## config.mk

```make
export PLATFORM = sky130hd
export DESIGN_NAME = fifo_pack_flush_flat
export DESIGN_NICKNAME = d
export VERILOG_FILES = /design/src/rtl/fifo_flush_pkg.sv /design/src/rtl/fifo_pack_flush_if.sv /design/src/rtl/fifo_pack_flush_lane_packer.sv /design/src/rtl/fifo_pack_flush.sv /design/src/flat_wrapper.sv
export SDC_FILE = /design/constraint.sdc
export NUM_CORES = 1
export LEC_CHECK = 0
export ABC_AREA = 1
export CAP_MARGIN = 0
export CORE_MARGIN = 3
export CORE_UTILIZATION = 50
export CTS_CLUSTER_SIZE = 30
export DETAILED_ROUTE_END_ITERATION = 6
export GPL_TIMING_DRIVEN = 0
export PLACE_DENSITY = 0.67
export SYNTH_ARGS = -nofsm -noshare
export SYNTH_HDL_FRONTEND = slang
export SYNTH_HIERARCHICAL = 1
export SYNTH_SLANG_ARGS = --single-unit
```

## constraint.sdc

```tcl
create_clock -name clk -period 3.9 [get_ports clk]
set_clock_uncertainty 0.15 [all_clocks]
set_input_delay 0.39 -clock clk [delete_from_list [all_inputs] [get_ports clk]]
set_output_delay 0.39 -clock clk [all_outputs]
set_load 0.01 [all_outputs]
```

## src/rtl/fifo_flush_pkg.sv

```systemverilog
// Shared FSM state encoding and default pad value for the packing flush FIFO.
package fifo_flush_pkg;

    typedef enum logic [1:0] {
        IDLE  = 2'd0,
        DRAIN = 2'd1,
        DONE  = 2'd2
    } flush_state_e;

    localparam logic [3:0] PAD_VAL_DEFAULT = 4'hC;

endpackage

```

## src/rtl/fifo_pack_flush_if.sv

```systemverilog
// Write, flush and packed-read signals of the flush FIFO, bundled for the port list.
interface fifo_pack_flush_if #(
    parameter int DATA_W = 4,
    parameter int DEPTH  = 32,
    parameter int LANES  = 8
);
    localparam int CNT_W = $clog2(LANES + 1);
    localparam int LVL_W = $clog2(DEPTH + 1);

    logic                      wr_valid_i;
    logic [DATA_W-1:0]         wr_data_i;
    logic                      wr_ready_o;
    logic                      flush_i;
    logic                      rd_valid_o;
    logic                      rd_ready_i;
    logic [LANES*DATA_W-1:0]   rd_data_o;
    logic [CNT_W-1:0]          rd_count_o;
    logic                      rd_last_o;
    logic                      flush_done_o;
    logic                      empty_o;
    logic                      full_o;
    logic [LVL_W-1:0]          level_o;

    modport master (
        output wr_valid_i, wr_data_i, flush_i, rd_ready_i,
        input  wr_ready_o, rd_valid_o, rd_data_o, rd_count_o, rd_last_o,
               flush_done_o, empty_o, full_o, level_o
    );

    modport slave (
        input  wr_valid_i, wr_data_i, flush_i, rd_ready_i,
        output wr_ready_o, rd_valid_o, rd_data_o, rd_count_o, rd_last_o,
               flush_done_o, empty_o, full_o, level_o
    );

endinterface

```

## src/rtl/fifo_pack_flush_lane_packer.sv

```systemverilog
// Combinational beat packer: keeps the first count lanes, fills the rest with PAD_VAL.
module lane_packer #(
    parameter int                 DATA_W  = 4,
    parameter int                 LANES   = 8,
    parameter logic [DATA_W-1:0]  PAD_VAL = '0,
    localparam int                CNT_W   = $clog2(LANES + 1)
) (
    input  logic [LANES*DATA_W-1:0] entries,
    input  logic [CNT_W-1:0]        count,
    output logic [LANES*DATA_W-1:0] beat
);

    always_comb begin
        beat = '0;
        for (int k = 0; k < LANES; k++) begin
            if (CNT_W'(k) < count)
                beat[k*DATA_W +: DATA_W] = entries[k*DATA_W +: DATA_W];
            else
                beat[k*DATA_W +: DATA_W] = PAD_VAL;
        end
    end

endmodule

```

## src/rtl/fifo_pack_flush.sv

```systemverilog
// Circular FIFO that, on a flush edge, drains its snapshot occupancy as packed multi-lane beats.
//
//   state | meaning
//   IDLE  | accepting writes, watching for a flush_i rising edge
//   DRAIN | presenting packed beats until the last one is accepted
//   DONE  | one-cycle flush_done pulse, then back to IDLE
module fifo_pack_flush
    import fifo_flush_pkg::*;
#(
    parameter int                 DATA_W  = 4,
    parameter int                 DEPTH   = 32,
    parameter int                 LANES   = 8,
    parameter logic [DATA_W-1:0]  PAD_VAL = DATA_W'(PAD_VAL_DEFAULT)
) (
    input  logic               clk,
    input  logic               reset,
    fifo_pack_flush_if.slave   bus
);

    localparam int ADDR_W = $clog2(DEPTH);
    localparam int PTR_W  = ADDR_W + 1;
    localparam int CNT_W  = $clog2(LANES + 1);

    flush_state_e state, state_nxt;

    logic [DATA_W-1:0]       mem [DEPTH];
    logic [PTR_W-1:0]        wr_ptr, rd_ptr, level, remaining;
    logic                    flush_q;
    logic [LANES*DATA_W-1:0] rd_data;
    logic [CNT_W-1:0]        rd_count;
    logic                    rd_last;

    logic                    full, empty, wr_en, flush_rise;
    logic                    pop, load, rd_valid, flush_done;
    logic [ADDR_W-1:0]       src_addr;
    logic [PTR_W-1:0]        src_rem;
    logic [CNT_W-1:0]        nxt_count;
    logic                    nxt_last;
    logic [LANES*DATA_W-1:0] gathered, packed_beat;

    assign level      = wr_ptr - rd_ptr;
    assign full       = (level == PTR_W'(DEPTH));
    assign empty      = (level == '0);
    assign wr_en      = bus.wr_valid_i && !full;
    assign flush_rise = bus.flush_i && !flush_q;

    always_ff @(posedge clk or negedge reset) begin
        if (!reset) state <= IDLE;
        else        state <= state_nxt;
    end

    always_comb begin
        state_nxt = state;
        case (state)
            IDLE:    if (flush_rise) state_nxt = empty ? DONE : DRAIN;
            DRAIN:   if (pop && rd_last) state_nxt = DONE;
            DONE:    state_nxt = IDLE;
            default: state_nxt = IDLE;
        endcase
    end

    always_comb begin
        rd_valid   = (state == DRAIN);
        flush_done = (state == DONE);
        pop        = rd_valid && bus.rd_ready_i;
        load       = ((state == IDLE) && flush_rise && !empty) || (pop && !rd_last);
    end

    // A beat loaded on accept starts where the accepted beat ends.
    always_comb begin
        if (state == DRAIN) begin
            src_addr = rd_ptr[ADDR_W-1:0] + ADDR_W'(rd_count);
            src_rem  = remaining - PTR_W'(rd_count);
        end else begin
            src_addr = rd_ptr[ADDR_W-1:0];
            src_rem  = level;
        end
        nxt_last  = (src_rem <= PTR_W'(LANES));
        nxt_count = nxt_last ? CNT_W'(src_rem) : CNT_W'(LANES);
    end

    always_comb begin
        gathered = '0;
        for (int k = 0; k < LANES; k++)
            gathered[k*DATA_W +: DATA_W] = mem[src_addr + ADDR_W'(k)];
    end

    lane_packer #(
        .DATA_W  (DATA_W),
        .LANES   (LANES),
        .PAD_VAL (PAD_VAL)
    ) u_lane_packer (
        .entries (gathered),
        .count   (nxt_count),
        .beat    (packed_beat)
    );

    always_ff @(posedge clk or negedge reset) begin
        if (!reset) begin
            for (int i = 0; i < DEPTH; i++) mem[i] <= '0;
        end else if (wr_en) begin
            mem[wr_ptr[ADDR_W-1:0]] <= bus.wr_data_i;
        end
    end

    always_ff @(posedge clk or negedge reset) begin
        if (!reset) begin
            wr_ptr    <= '0;
            rd_ptr    <= '0;
            remaining <= '0;
            flush_q   <= 1'b0;
            rd_data   <= '0;
            rd_count  <= '0;
            rd_last   <= 1'b0;
        end else begin
            flush_q <= bus.flush_i;
            if (wr_en) wr_ptr <= wr_ptr + 1'b1;
            if (pop)   rd_ptr <= rd_ptr + PTR_W'(rd_count);
            if (load) begin
                remaining <= src_rem;
                rd_data   <= packed_beat;
                rd_count  <= nxt_count;
                rd_last   <= nxt_last;
            end else if (pop) begin
                remaining <= '0;
            end
        end
    end

    assign bus.wr_ready_o   = !full;
    assign bus.full_o       = full;
    assign bus.empty_o      = empty;
    assign bus.level_o      = level;
    assign bus.rd_valid_o   = rd_valid;
    assign bus.rd_data_o    = rd_data;
    assign bus.rd_count_o   = rd_count;
    assign bus.rd_last_o    = rd_last;
    assign bus.flush_done_o = flush_done;

endmodule

```

## src/flat_wrapper.sv

```systemverilog
// flat-port wrapper written by rule: the top's interface ports become plain ports
module fifo_pack_flush_flat import fifo_flush_pkg::*;
#(
    parameter int                 DATA_W  = 4,
    parameter int                 DEPTH   = 32,
    parameter int                 LANES   = 8,
    parameter logic [DATA_W-1:0]  PAD_VAL = DATA_W'(PAD_VAL_DEFAULT)
)
  (clk, reset, bus_wr_valid_i, bus_wr_data_i, bus_flush_i, bus_rd_ready_i, bus_wr_ready_o, bus_rd_valid_o, bus_rd_data_o, bus_rd_count_o, bus_rd_last_o, bus_flush_done_o, bus_empty_o, bus_full_o, bus_level_o);
  fifo_pack_flush_if #(.DATA_W(DATA_W), .DEPTH(DEPTH), .LANES(LANES)) bus_i ();
  input  logic clk;
  input  logic reset;
  input wire logic [$bits(bus_i.wr_valid_i)-1:0] bus_wr_valid_i;
  input wire logic [$bits(bus_i.wr_data_i)-1:0] bus_wr_data_i;
  input wire logic [$bits(bus_i.flush_i)-1:0] bus_flush_i;
  input wire logic [$bits(bus_i.rd_ready_i)-1:0] bus_rd_ready_i;
  output wire logic [$bits(bus_i.wr_ready_o)-1:0] bus_wr_ready_o;
  output wire logic [$bits(bus_i.rd_valid_o)-1:0] bus_rd_valid_o;
  output wire logic [$bits(bus_i.rd_data_o)-1:0] bus_rd_data_o;
  output wire logic [$bits(bus_i.rd_count_o)-1:0] bus_rd_count_o;
  output wire logic [$bits(bus_i.rd_last_o)-1:0] bus_rd_last_o;
  output wire logic [$bits(bus_i.flush_done_o)-1:0] bus_flush_done_o;
  output wire logic [$bits(bus_i.empty_o)-1:0] bus_empty_o;
  output wire logic [$bits(bus_i.full_o)-1:0] bus_full_o;
  output wire logic [$bits(bus_i.level_o)-1:0] bus_level_o;
  assign bus_i.wr_valid_i = bus_wr_valid_i;
  assign bus_i.wr_data_i = bus_wr_data_i;
  assign bus_i.flush_i = bus_flush_i;
  assign bus_i.rd_ready_i = bus_rd_ready_i;
  assign bus_wr_ready_o = bus_i.wr_ready_o;
  assign bus_rd_valid_o = bus_i.rd_valid_o;
  assign bus_rd_data_o = bus_i.rd_data_o;
  assign bus_rd_count_o = bus_i.rd_count_o;
  assign bus_rd_last_o = bus_i.rd_last_o;
  assign bus_flush_done_o = bus_i.flush_done_o;
  assign bus_empty_o = bus_i.empty_o;
  assign bus_full_o = bus_i.full_o;
  assign bus_level_o = bus_i.level_o;
  fifo_pack_flush #(.DATA_W(DATA_W), .DEPTH(DEPTH), .LANES(LANES), .PAD_VAL(PAD_VAL)) u_core (.clk(clk), .reset(reset), .bus(bus_i));
endmodule
```

# Yosys cells after proc, flatten, opt, wreduce, memory -nomap -nowiden
# Cells that the tools add are included.
[totals]
elab_cells = 146
ff_bits = 186
input_bits = 9
[op_classes]
n_reduce_logical = 17
muxes = 44
order_cmp = 19
eq_ne = 5
bitwise = 9
addsub = 12
[ops]
columns = ["op", "count"]
rows = [
  ["$bmux 4 s5", 8],
  ["$bwmux 128", 1],
  ["$mux 4", 26],
  ["$ge 6x6->1 const B", 9],
  ["$not 5->6", 9],
  ["$add 5x3->5 const B", 4],
  ["$demux 4 s5", 1],
  ["$mux 6", 3],
  ["$lt 3x4->1 const A", 4],
  ["$add 5x2->5 const B", 2],
  ["$logic_and 1x1->1", 8],
  ["$lt 1x4->1 const A", 2],
  ["$lt 2x4->1 const A", 2],
  ["$add 6x1->6 const B", 1],
  ["$add 6x4->6", 1],
  ["$eq 6x6->1 const B", 1],
  ["$le 6x4->1 const B", 1],
  ["$logic_not 6->1", 1],
  ["$lt 6x1->1 const B", 1],
  ["$mux 2", 3],
  ["$sub 6x4->6", 1],
  ["$sub 6x6->6", 1],
  ["$add 5x1->5 const B", 1],
  ["$add 5x4->5", 1],
  ["10 further kinds", 14],
]

# Logic depth before layout (Yosys ltp)
[depth]
ltp_word = 8
depth_mapped = 22
depth_no_buf = 21

# Modules after synthesis
# Netlist, hierarchy kept.
[modules_own_cells]
columns = ["mod", "cells_each", "area_each_um2", "instances", "seq_area_each_um2"]
rows = [
  ["fifo_pack_flush", 2343, 14766.7, 1, 4654.5],
  ["lane_packer", 71, 311.5, 1, 0.0],
]

# Least setup slack after synthesis
# Ideal clock, no wire load.
[synth_path]
kind = "reg-to-reg"
start = "register u_core.rd_count[0] (netlist: u_core/bus.rd_count_o[0])"
end = "register u_core.rd_data[31] (netlist: u_core/bus.rd_data_o[31])"
setup_ps = 117
stages_incl_launch_ff = 19
t_required_ps = 3633
t_arrival_ps = 3284
slack_ps = 349
n_path_buf = 4
path_cell_list = "dfrtp_1 ha_1 fa_1 o21ai_1 buf_4 buf_2 ha_1 clkbuf_1 clkbuf_1 nand3_1 nand3_1 nand2_1 nand2_1 nand2_1 nand2_1 nand2_1 or2_2 nand2_1 nand2_1"
[synth_via]
elab_chain_len = 8
word_cells_on_any_way = 13
cone_classes = "add/sub (3); order compare (2); mux (7); bitwise (1)"
[synth_rtl]
columns = ["item", "line_no", "text"]
rows = [
  ["start: declaration", "fifo_pack_flush.sv:30", "logic [CNT_W-1:0] rd_count;"],
  ["start signal: assignment", "fifo_pack_flush.sv:122", "rd_count <= nxt_count;"],
  ["$add 5x4->5", "fifo_pack_flush.sv:72", "src_addr = rd_ptr[ADDR_W-1:0] + ADDR_W'(rd_count);"],
  ["$mux 5", "fifo_pack_flush.sv:71", "if (state == DRAIN) begin"],
  ["$add 5x3->5", "fifo_pack_flush.sv:85", "gathered[k*DATA_W +: DATA_W] = mem[src_addr + ADDR_W'(k)];"],
  ["$not 5->6 (not written as such)", "fifo_pack_flush.sv:85", ""],
  ["$bmux 4 s5", "fifo_pack_flush.sv:85", ""],
  ["$mux 4 (not written as such) (2 in a row)", "fifo_pack_flush.sv:85", ""],
  ["named net u_core.gathered[31]", "fifo_pack_flush.sv:39", "logic [LANES*DATA_W-1:0] gathered, packed_beat;"],
  ["$mux 4", "fifo_pack_flush_lane_packer.sv:16", "if (CNT_W'(k) < count)"],
  ["named net u_core.packed_beat[31]", "fifo_pack_flush.sv:39", ""],
  ["end signal: assignment", "fifo_pack_flush.sv:121", "rd_data <= packed_beat;"],
  ["end: declaration", "fifo_pack_flush.sv:29", "logic [LANES*DATA_W-1:0] rd_data;"],
]
# The timed path passes the listed nets, and every way through them passes these cells. The select of a mux whose other input is x is not followed.
# A chain may end at the register's enable or synchronous reset.

# Worst setup path in the final report
[layout_path]
start = "register u_core.rd_count[0] (netlist: u_core/bus.rd_count_o[0])"
end = "register u_core.rd_data[30] (netlist: u_core/bus.rd_data_o[30])"
# Same word-level chain as after synthesis.

==> summary.txt <==
Worst setup path
  – Startpoint-to-endpoint class of the critical path: flop to flop
  – Setup slack on the worst flop-to-flop path: ~0.066 ns
  – Launching point of the worst reg2reg path: u_core/bus.rd_count_o[0]$_DFFE_PN0P_
  – Required time at the endpoint of the critical path: between 4 and 5 ns
  – Crit path DAT: around 4.0 ns
  – Worst Setup SP: u_core/bus.rd_count_o[0]$_DFFE_PN0P_
  – Sort of element at the start of the critical path: flop
  – Endpoint kind of the worst setup timing path: flop
  – Largest fanout of any net on the critical path: 11
  – Terminus of the critical flop-to-flop path: u_core/bus.rd_data_o[30]$_DFFE_PN0P_
  – Path depth of the worst reg2reg path: 17
  – Worst setup endpoint: u_core/bus.rd_data_o[30]$_DFFE_PN0P_

Clocking
  – Clock edge transition at the registers on the reported setup and hold paths: 0.08 ns
  – Level count of the clock H-tree: 4
  – Cts bufs inserted: 17
  – Sinks on the clock net: roughly 190
  – Clock latency at the later pin of the worst-skew pair: 0.45 ns
  – CTS tree: done
  – Clk buf depth: 2
  – CTS Root Buffer Type: clkbuf_16

Synth
  – Part of the Yosys area used for sequential elements: a little over 30%
  – Area contributors post-synth: dfrtp_1 31%, nand3_1 24%, nand2_1 23%
  – Yosys top cell by area: dfrtp_1
  – Post-synth top area share: a little under a third
  – Synthesized flop and latch total: approximately 190
  – Synthesized area per cell: 6.25 um2
  – Mapped Cells: 2,414
  – Netlist Area Pre-Place: roughly 0.015 mm2
  – Synthesized net count: about 2,500
  – Yosys warnings: 6
  – Number of distinct standard cells referenced by the synthesized netlist: 39

Finish
  – Multi-input gate area in the final layout: roughly 0.0093 mm2
  – Sequential cell area: around 0.0047 mm2
  – Number of fill cells: 2,762
  – Non-filler instance count after layout: about 2,900
  – Signed area change from the synthesized netlist to the final layout: 12.6%
  – Commonest cells after routing, fill and taps aside: 930 x nand2_1, 715 x nand3_1, 184 x dfrtp_1, 141 x o21ai_0, 116 x inv_1
  – Commonest non-fill, non-tap cell in the layout: nand2_1
  – Number of nets in the final layout: roughly 2,500
  – Layout cell share with drive strength beyond 1: 8.75%
  – Antenna diode count: 0
  – Final core utilization: between 50% and 60%
  – Cell area after layout: 0.0170 mm2

Global routing
  – Vias in the first global route: 17,200
  – Largest net degree at the start of global routing: ~100
  – First-pass GRT wire length: roughly 110,000 um
  – Total overflow reported by the global router: 0
  – Antenna violations before repair: 0
  – Total routing resource utilization after global routing: 45.2%

Die
  – Initial Util: 51.6%
  – DIE HEIGHT: between 150 and 200 um
  – Boundary pin count: 57
  – Placeable core region: approximately 0.03 mm2
  – Die X: roughly 180 um
  – Area of the die: 0.0323 mm2
  – Site row count: 62

Worst hold path
  – Min-delay worst type: input port to flop

Detailed routing
  – Post-route ant nets: 0
  – Average wire per cell in the routed design: around 26 um
  – Number of iterations in the first detailed-routing pass: 7
  – Routed wire length: about 75,000 um
  – DRC violation count after routing: 12
  – Average via count per standard cell: around 6.4
  – Number of DRC markers in iteration 0: ~3,100
  – Routed via count: around 19,000

STA
  – Final slew viol count: 0
  – Transition time at the pin with the least slew margin: 0.717 ns
  – Shortest period the worst path allows: between 3 and 4 ns
  – Final hold slack: roughly 0.24 ns
  – Max Clock Freq: roughly 260 MHz
  – Setup violation total in the final timing report: 0
  – Post-route fraction of the period consumed by the critical path: a little over nine tenths
  – Final-report hold violation count: 0
  – Worst max-slew margin expressed relative to the limit: approximately 52%

Placement
  – Number of cells in the design after placement: 2,854
  – Routability cong.: roughly 1.2
  – Instance area after placement: approximately 0.016 mm2
  – HPWL Detailed: around 59,000 um
  – Port Buffers: 55

Run
  – Max-cap check violation count: 0

Run status
  – Failing checks: DRC
  – Result of the run: finished, violations left
[synth_stat cells]
cell / number
nand2_1: 935
nand3_1: 717
dfrtp_1: 186
o21ai_0: 142
inv_1: 119
buf_2: 66
nor2_1: 59
clkbuf_1: 38
ha_1: 26
nand3_2: 21
buf_4: 11
buf_6: 10
nand2_2: 9
nand3_4: 9
a21oi_1: 8
buf_1: 7
a21boi_0: 6
o21ai_1: 5
xnor2_1: 5
inv_2: 4
fa_1: 3
nand2_4: 3
nor2_2: 3
or2_1: 3
nand3b_1: 2
or2_2: 2
xnor2_2: 2
xor2_2: 2
a31oi_1: 1
clkinv_1: 1
inv_4: 1
nand2_8: 1
nand4_1: 1
nor2_4: 1
nor4_1: 1
o21a_1: 1
or2_0: 1
xor2_1: 1
xor2_4: 1
[logic make-up (layout without fill, tap and decap cells)]
family	count (synthesis)	in the layout	synth area share, %
xor gates and xnor gates	11	11	0.963
buffers and inverters	257	345	7.73
DFF	186	186	30.9
AOI/OAI and AO/OA	163	163	5.53
adders and majority gates	29	29	2.56
and+or+nand+nor	1768	1768	52.3
[how the worst min path moves through the flow]
stage	slack, ns	to	cells past startpoint	start
3_5_place_dp	0.28	u_core/remaining[5]$_DFFE_PN0P_	1	reset
4_1_cts	0.23	u_core/wr_ptr[0]$_DFFE_PN0P_	3	bus_wr_valid_i
2_1_floorplan	-0.06	u_core/bus.rd_count_o[0]$_DFFE_PN0P_	0	reset
3_3_place_gp	0.34	u_core/bus.rd_data_o[21]$_DFFE_PN0P_	2	u_core/bus.rd_data_o[21]$_DFFE_PN0P_
5_1_grt	0.27	u_core/wr_ptr[0]$_DFFE_PN0P_	3	bus_wr_valid_i
6_report	0.24	u_core/wr_ptr[0]$_DFFE_PN0P_	3	bus_wr_valid_i
[per-stage QoR]
step,TNS (ns),worst slack (ns)
global route,-0.0658,-0.0261
finish,0,0.0660
detailed placement,-19.92,-0.975
floorplan,0,0.349
global placement,-927.05,-4.91
CTS,0,0.00190
[layer usage]
metal	routed length, um	global-route usage (%)	vias up
li1	-	-	8157
met1	27700	58.3	8579
met2	31300	68.1	1507
met3	9170	10.3	331
met4	6710	29.6	0
met5	0	0	-
[critical path, stage by stage, from the launching register on]
cell	delay, ns
dfrtp_1	0.45
ha_1	0.27
fa_2	0.59
o21ai_4	0.11
buf_12	0.17
ha_2	0.39
clkbuf_4	0.24
buf_4	0.26
nand3_1	0.16
nand3_1	0.11
nand2_1	0.14
nand2_1	0.12
nand2_1	0.06
nand2_1	0.06
nand2_1	0.05
or2_2	0.28
nand2_1	0.07
nand2_1	0.05
[area by class of cell]
type,count,share of cell area (%)
Multi-Input combinational cell,1971,54.9
Timing Repair Buffer,61,3.77
Tap cell,384,2.83
Clock buffer,18,2.59
Buffer,127,4.70
Clock inverter,14,0.914
Sequential cell,186,27.4
Inverter,125,2.84
[state kept, by name (all words and copies together) (netlist names)]
signal and flops:
u_core/flush_q 1, u_core/wr_ptr 6, u_core/bus.rd_data_o 32, u_core/remaining 6, u_core/state 2, u_core/mem 128, u_core/bus.rd_count_o 4, u_core/rd_ptr 6
u_core/bus.rd_last_o 1
[repair_timing]
item                                    in CTS  in global routing
hold endpoints to repair                    83                  0
endpoints found under the setup margin      30                 34
pin swaps                                    0                  3
gates resized for setup                     45                 46
gates cloned                                 0                  1
hold buffers                                 1                  0
setup buffers                                0                  3
Power is not shown: default switching activity piles up to over one toggle a cycle in this logic, so the estimate is an artifact.
